**config.mk**
```make
export PLATFORM = sky130hd
export DESIGN_NAME = product_accumulator
export DESIGN_NICKNAME = d
export VERILOG_FILES = /design/src/rtl/product_accumulator.sv
export SDC_FILE = /design/constraint.sdc
export NUM_CORES = 1
export LEC_CHECK = 0
export CAP_MARGIN = 20
export CORE_AREA = 3 3 171 132
export CTS_CLUSTER_DIAMETER = 50
export DETAILED_ROUTE_END_ITERATION = 12
export DIE_AREA = 0 0 174 135
export PLACE_DENSITY = 0.55
export SLEW_MARGIN = 10
export SYNTH_ARGS = -nofsm -noshare
export SYNTH_HDL_FRONTEND = slang
export SYNTH_SLANG_ARGS = --single-unit
```
**constraint.sdc**
```tcl
create_clock -name clk -period 4.15 [get_ports clk]
set_input_delay 0.83 -clock clk [delete_from_list [all_inputs] [get_ports clk]]
set_output_delay 0.83 -clock clk [all_outputs]
set_load 0.05 [all_outputs]
```
**src/rtl/product_accumulator.sv**
```systemverilog
// Signed 64-bit product accumulator; emits one sum per ACC_LEN products.
// Define PRODUCT_ACCUMULATOR_SATURATE_EN to clamp on overflow instead of wrapping.
module product_accumulator #(
  parameter int ACC_LEN = 8
) (
  input  logic        clk,
  input  logic        reset,
  input  logic        clear,
  input  logic [63:0] product,
  input  logic        productValid,
  output logic        productReady,
  output logic [63:0] accumulation,
  output logic [3:0]  termCount,
  output logic        resultValid,
  input  logic        resultReady,
  output logic        overflow,
  output logic        accessError
);

  localparam logic ACCUM = 1'b0;
  localparam logic DONE  = 1'b1;
  localparam logic [3:0] LAST = 4'(ACC_LEN - 1);

  logic        state;
  logic [63:0] sum;
  logic [63:0] nxt;
  logic        ovf;

  assign productReady = (state == ACCUM);
  assign resultValid  = (state == DONE);

  always_comb begin
    sum = accumulation + product;
    ovf = (accumulation[63] == product[63]) &&
          (sum[63] != accumulation[63]);
    nxt = sum;
`ifdef PRODUCT_ACCUMULATOR_SATURATE_EN
    if (ovf)
      nxt = accumulation[63] ? {1'b1, 63'd0} : {1'b0, {63{1'b1}}};
`else
    nxt = sum;
`endif
  end

  always_ff @(posedge clk or posedge reset) begin
    if (reset) begin
      state        <= ACCUM;
      accumulation <= '0;
      termCount    <= '0;
      overflow     <= 1'b0;
      accessError  <= 1'b0;
    end else if (clear) begin
      state        <= ACCUM;
      accumulation <= '0;
      termCount    <= '0;
      overflow     <= 1'b0;
      accessError  <= 1'b0;
    end else begin
      unique case (state)
        ACCUM: begin
          accessError <= 1'b0;
          if (productValid) begin
            accumulation <= nxt;
            termCount    <= termCount + 4'd1;
            overflow     <= overflow | ovf;
            if (termCount == LAST)
              state <= DONE;
          end
        end
        DONE: begin
          // a product offered here is dropped, even alongside resultReady
          accessError <= productValid;
          if (resultReady) begin
            state        <= ACCUM;
            accumulation <= '0;
            termCount    <= '0;
            overflow     <= 1'b0;
          end
        end
        default: state <= ACCUM;
      endcase
    end
  end

endmodule

```
==> results.txt, run 1 <==
vias in the first global route: 6059
PwrDens: 450 nW/um2
stages on the worst setup path: 14
Root Driver: clkbuf_16
clock power share: 20.4%
first-pass GRT wire length: 33.0 mm
drt first pass iters: 5
Final setup viols: 0
maximum VDD drop: 0.000182 V
P_int: 2.14 mW
Setup Skew: 0.00742 ns
share of Yosys cell area claimed by the top area cell type: 28.4%
Setup WS pre-CTS: -0.143 ns
Ports: 141
H-Tree Depth: 3
r2r startpoint: accumulation[0]
Via density: 5.15
Synth warnings: 0
Buffers on Ports: 140
Slowest-stage cell, CP: clkdlybuf4s50_1
flop-to-flop setup slack: 0.81 ns
WP buf/inv: 2
cell count after synthesis: 777
share of cells above drive strength 1: 9.26%
sequential-to-total area share from yosys stat: 28.4%
Net Sw Frac: 44.7%
ys async rst share: 100%
Crit Path Class: input port to flip-flop
crit path from: product[0]
core area: 21000 um2
Leak: 3.77 nW
Clock Sinks: 71
post-route cell area: 8610 um2
area delta synth->final: 37.5%
row cnt: 46
Worst path most repeated cell: o211ai_1
most frequent cell after synthesis: nand2_1
largest net degree at the start of global routing: 62
CP startpoint kind: input port
fin. max-slew vios: 0
DRC: 0
relative slew slack: 40.6%
Placed Area: 8320 um2
CTS tree: built
# diodes: 0
Yosys top cell by area: dfrtp_1
FF-to-FF path depth: 13
Final Hold Vio Count: 0
drt total wl: 20.4 mm
Post-Syn Area: 6260 um2
synth cell count leaders: nand2_1 (116), o21ai_0 (95), a21oi_1 (79)
Cell Chain, Critical Path: clkdlybuf4s50_1, ha_1, fa_1, a211oi_1, o21ai_1, o211ai_1, o211ai_1, a21oi_1, nor4_1, o211ai_1, buf_4, a21oi_1, or3_1, a32o_1
Post-synth EDFFs: 0
Syn Nets: 911
Yosys cell types: 70
Worst Path Required: 4.39 ns
die area: 23500 um2
Setup Fix Bufs, Post-CTS: 0
Reg clk slew, reported paths: 0.06 ns
class of the worst hold path: flip-flop to flip-flop
hpwl dp: 15.7 mm
post_cts resized: 0
initial antenna violation count: 0
Die Height: 135 um
Logic pwr share: 56.0%
vias: 6375
layout net count: 1081
die width: 174 um
post-route clock period utilization: 92.5%
f_max: 261 MHz
starting density of the core: 29.9%
Post-DRT Antenna Nets: 0
Synth Flop Type: dfrtp_1
DRT iter0 DRCs: 381
Worst Setup EP: accumulation[56]
average size of a mapped cell: 8.06 um2
status: completed
Switch Pwr: 1.73 mW
slowest stage delay, CP: 0.41 ns
RSZ-0062 raised after global routing: false
Worst Path Arrival: 4.07 ns
# hold bufs at CTS: 0
fin crit period: 3.84 ns
Remaining Overflow, GRT: 0
Setup TNS: 0 ns
synth top area cells: dfrtp_1 (28%), ha_1 (13%), o21ai_0 (7.6%)
CP endpoint kind: flip-flop
Wirelength per Cell: 16.5 um
total CTS buffers: 9
Crit path max-delay family: compound AO/OA/AOI/OAI gates
Worst Tran Pin Value: 0.889 ns
FF+latch count, synth: 71
routability-driven placement congestion ratio: 0.914
reg2reg end: accumulation[56]
total global-route track usage: 17.4%
Clk Latency, worst-skew pair: 0.35 ns
Clock Path Buffers: 2
maxcap violations: 0
CP Max Fanout: 5
worst setup margin: 0.313 ns
hold depth: 2
sequential share of power: 23.6%
[per-stage QoR]
| step | hold slack, ns | util [%] | instances | power, mW |
|---|---|---|---|---|
| after detailed placement | 0.504 | 39.7 | 1223 | 3.07 |
| after floorplan | 0.759 | - | 777 | 2.35 |
| final | 0.515 | 41.1 | 1238 | 3.88 |
| after global routing | 0.539 | 41.1 | 1238 | 4.12 |
| after CTS | 0.517 | 41.1 | 1237 | 3.90 |
| after global placement | 0.500 | 39.7 | 1223 | 3.08 |
[sequential cells by signal, summed over array words and instances (netlist names)]
signal        flops
resultValid       1
accessError       1
accumulation     64
termCount         4
overflow          1
[power groups by stage]
| stage | logic, mW | clock network (mW) | registers, mW |
|---|---|---|---|
| 4_1_cts | 2.16 | 0.819 | 0.916 |
| 3_5_place_dp | 2.15 | 0 | 0.927 |
| 6_report | 2.17 | 0.791 | 0.914 |
| 3_3_place_gp | 2.15 | 0 | 0.927 |
| 5_1_grt | 2.36 | 0.835 | 0.932 |
| 2_1_floorplan | 1.05 | 0 | 1.30 |
[area by class of cell]
| class | count | area, um2 |
|---|---|---|
| Clock buffer | 13 | 250 |
| Clock inverter | 1 | 30.0 |
| Fill cell | 2192 | 12300 |
| Inverter | 25 | 93.8 |
| Multi-Input combinational cell | 645 | 4260 |
| Sequential cell | 71 | 1780 |
| Tap cell | 288 | 360 |
| Timing Repair Buffer | 195 | 1840 |
[placed cells by master (no fill, tap or decap), types with 4 or more instances in the layout]
cell type and n:
a211oi_1 8, a21o_1 25, a21oi_1 79, a31oi_1 7, and2_1 5, and3_1 4, buf_4 53, clkbuf_16 9
clkdlybuf4s50_1 140, dfrtp_1 71, ha_1 64, inv_1 24, nand2_1 116, nand3_1 19, nand4_1 18, nor2_1 30
nor2b_1 8, nor3_1 7, nor4_1 4, o211ai_1 12, o21a_1 4, o21ai_0 95, o21ai_1 4, o21bai_1 13
or2_2 4, or3_1 4, xnor2_1 31, xor2_1 23
[worst register-to-register path: stages, from the launching register on]
cell and delay (ns):
dfrtp_1 0.40, ha_1 0.22, fa_1 0.40, a211oi_1 0.23
o21ai_1 0.19, o211ai_1 0.23, o211ai_1 0.16, a21oi_1 0.27
nor4_1 0.11, o211ai_1 0.17, buf_4 0.15, a21oi_1 0.08
or3_1 0.37, a32o_1 0.25
[cell families after synthesis]
| logic type | Yosys count | synth area share [%] |
|---|---|---|
| compound gates | 290 | 29.4 |
| simple gates | 235 | 17.6 |
| flops | 71 | 28.4 |
| fa+ha+maj | 65 | 13.1 |
| buf+inv | 61 | 3.81 |
| xor+xnor | 54 | 7.55 |
| mux | 1 | 0.180 |
[routing by layer]
metal  wire [um]  up-vias  track usage [%]  part of all wire, %
met3        1370       16             4.10                  6.7
met1       10900     2978             26.9                   54
met2        7900      192             24.2                   39
li1            -     3189                -                    -
met4         209        0             3.75                  1.0
met5           0        -                0                    0
[worst min path at each step]
stage                           from               end  slack, ns
floorplan           accumulation[53]  accumulation[53]       0.76
detailed placement  accumulation[11]  accumulation[11]       0.50
finish              accumulation[10]  accumulation[10]       0.52
global route        accumulation[42]  accumulation[42]       0.54
CTS                 accumulation[11]  accumulation[11]       0.52
global placement    accumulation[49]  accumulation[49]       0.50
Power figures use the tool's default switching activity.
==> inputs of run 2 (changes only) <==
--- a/config.mk
+++ b/config.mk
@@ -11,6 +11,7 @@
 export DETAILED_ROUTE_END_ITERATION = 12
 export DIE_AREA = 0 0 174 135
 export PLACE_DENSITY = 0.55
+export RECOVER_POWER = 25
 export SLEW_MARGIN = 10
 export SYNTH_ARGS = -nofsm -noshare
 export SYNTH_HDL_FRONTEND = slang
==> constraint.sdc (replaced) <==
create_clock -name clk -period 4.15 [get_ports clk]
set_input_delay 0.83 -clock clk [delete_from_list [all_inputs] [get_ports clk]]
set_output_delay 0.83 -clock clk [all_outputs]
set_load 0.1 [all_outputs]
==> results.txt, run 2 (same netlist as run 1, synthesis figures left out) <==
Root Driver: clkbuf_16
DRC: 0
clock power share: 18.4%
Worst Tran Pin Value: 1.57 ns
PwrDens: 501 nW/um2
commonest non-fill, non-tap cell in the layout: clkdlybuf4s50_1
H-Tree Depth: 3
total CTS buffers: 9
relative slew slack: -4.47%
hpwl dp: 15.7 mm
Worst Path Required: 4.39 ns
CP Max Fanout: 5
status: complete, but fails checks
max FFs per register: 64
Remaining Overflow, GRT: 0
initial antenna violation count: 0
routability-driven placement congestion ratio: 0.914
drt first pass iters: 5
Switch Pwr: 2.17 mW
CP startpoint kind: input port
die area: 23500 um2
fin crit period: 3.84 ns
Worst Path Arrival: 4.07 ns
FF-to-FF path depth: 13
P_int: 2.14 mW
sequential share of power: 21.2%
# diodes: 0
Final Util: 41.0%
fillcell total: 2194
hold depth: 2
maximum VDD drop: 0.000246 V
f_max: 261 MHz
RSZ-0062 raised after global routing: false
first-pass GRT wire length: 33.0 mm
largest register by flop count: accumulation
drt total wl: 20.4 mm
Die Height: 135 um
total global-route track usage: 17.4%
post_cts resized: 0
fin. max-slew vios: 37
Reg clk slew, reported paths: 0.06 ns
Final setup viols: 0
Post-DRT Antenna Nets: 0
DRT iter0 DRCs: 381
vias in the first global route: 6059
Cell Chain, Critical Path: clkdlybuf4s50_1, ha_1, fa_1, a211oi_1, o21ai_1, o211ai_1, o211ai_1, a21oi_1, nor4_1, o211ai_1, buf_4, a21oi_1, or3_1, a32o_1
worst setup margin: 0.313 ns
Design Power: 4.31 mW
Logic pwr share: 60.4%
Placed Cells: 1223
slowest stage delay, CP: 0.41 ns
maxcap violations: 1
Wirelength per Cell: 16.5 um
share of cells above drive strength 1: 9.16%
Final Hold Vio Count: 0
starting density of the core: 29.9%
Placed Area: 8320 um2
largest net degree at the start of global routing: 62
post-route cell area: 8600 um2
Setup WS pre-CTS: -0.143 ns
Worst path most repeated cell: o211ai_1
die width: 174 um
vias: 6368
CP endpoint kind: flip-flop
CTS tree: built
Crit Path Class: input port to flip-flop
area delta synth->final: 37.2%
Leak: 3.76 nW
Largest regs: accumulation: 64 flops, termCount: 4 flops
Slowest-stage cell, CP: clkdlybuf4s50_1
post-route clock period utilization: 92.5%
Setup Skew: 0.00719 ns
Net Sw Frac: 50.3%
Clock Sinks: 71
commonest non-fill, non-tap cells in the layout: clkdlybuf4s50_1 (137), nand2_1 (116), o21ai_0 (95), a21oi_1 (79), dfrtp_1 (71)
class of the worst hold path: flip-flop to flip-flop
Buffers on Ports: 140
Clock Path Buffers: 2
Via density: 5.14
failing checks: capacitance limit, slew limit
core area: 21000 um2
Clk Latency, worst-skew pair: 0.35 ns
Ports: 141
final non-filler cell total: 1238
row cnt: 46
layout net count: 1081
run 2: layout make-up:
class | count | area [um2] | share of cell area, %
Timing Repair Buffer | 195 | 1820 | 21.2
Multi-Input combinational cell | 645 | 4260 | 49.6
Inverter | 25 | 93.8 | 1.09
Clock buffer | 13 | 250 | 2.91
Sequential cell | 71 | 1780 | 20.7
Clock inverter | 1 | 30.0 | 0.349
Tap cell | 288 | 360 | 4.19
run 2: timing repair:
action,CTS,global route
endpoints found under the hold margin,0,0
hold buffers,0,0
setup buffers,0,1
endpoints found under the setup margin,0,3
run 2: per-stage QoR:
stage | TNS, ns | hold slack, ns
floorplan | 0 | 0.896
global route | 0 | 0.539
CTS | 0 | 0.517
finish | 0 | 0.515
detailed placement | -0.541 | 0.504
global placement | -0.143 | 0.500
run 2: routing by layer:
layer	share of wire, %	GRT usage, %	vias to the layer above
met5	0	0	-
met2	39	24.2	192
met4	1.0	3.75	0
met1	54	26.9	2972
li1	-	-	3188
met3	6.7	4.10	16
run 2: power groups by stage:
stage          logic (mW)  registers [mW]  clock network [mW]
2_1_floorplan        1.06            1.72                   0
3_3_place_gp         2.59           0.927                   0
3_5_place_dp         2.59           0.927                   0
4_1_cts              2.60           0.916               0.819
5_1_grt              2.79           0.932               0.835
6_report             2.60           0.914               0.791
run 2: worst max-delay path: cells and delay by family:
| family | cells | cell delay, ns |
|---|---|---|
| adder cells (fa/ha/maj) | 2 | 0.63 |
| AND/OR/NAND/NOR | 2 | 0.48 |
| AO/OA/AOI/OAI | 8 | 1.58 |
| buffers and inverters | 2 | 0.56 |
run 2: final timing paths:
kind / from / to / slack, ns
hold / removal: accumulation[10] / accumulation[10] / 0.52
setup / recovery: product[0] / accumulation[56] / 0.31
min in group asynchronous: reset / resultValid / 1.39
max in group asynchronous: reset / accumulation[27] / 1.04
setup reg to reg: accumulation[0] / accumulation[56] / 0.81
hold reg to reg: accumulation[10] / accumulation[10] / 0.52
==> inputs of run 3 (changes only) <==
--- a/config.mk
+++ b/config.mk
@@ -12,6 +12,7 @@
 export DIE_AREA = 0 0 174 135
 export PLACE_DENSITY = 0.55
 export RECOVER_POWER = 25
+export SKIP_CTS_REPAIR_TIMING = 1
 export SLEW_MARGIN = 10
 export SYNTH_ARGS = -nofsm -noshare
 export SYNTH_HDL_FRONTEND = slang
==> results of run 3 <==
Final layout, timing and power as in run 2 (identical DEF).
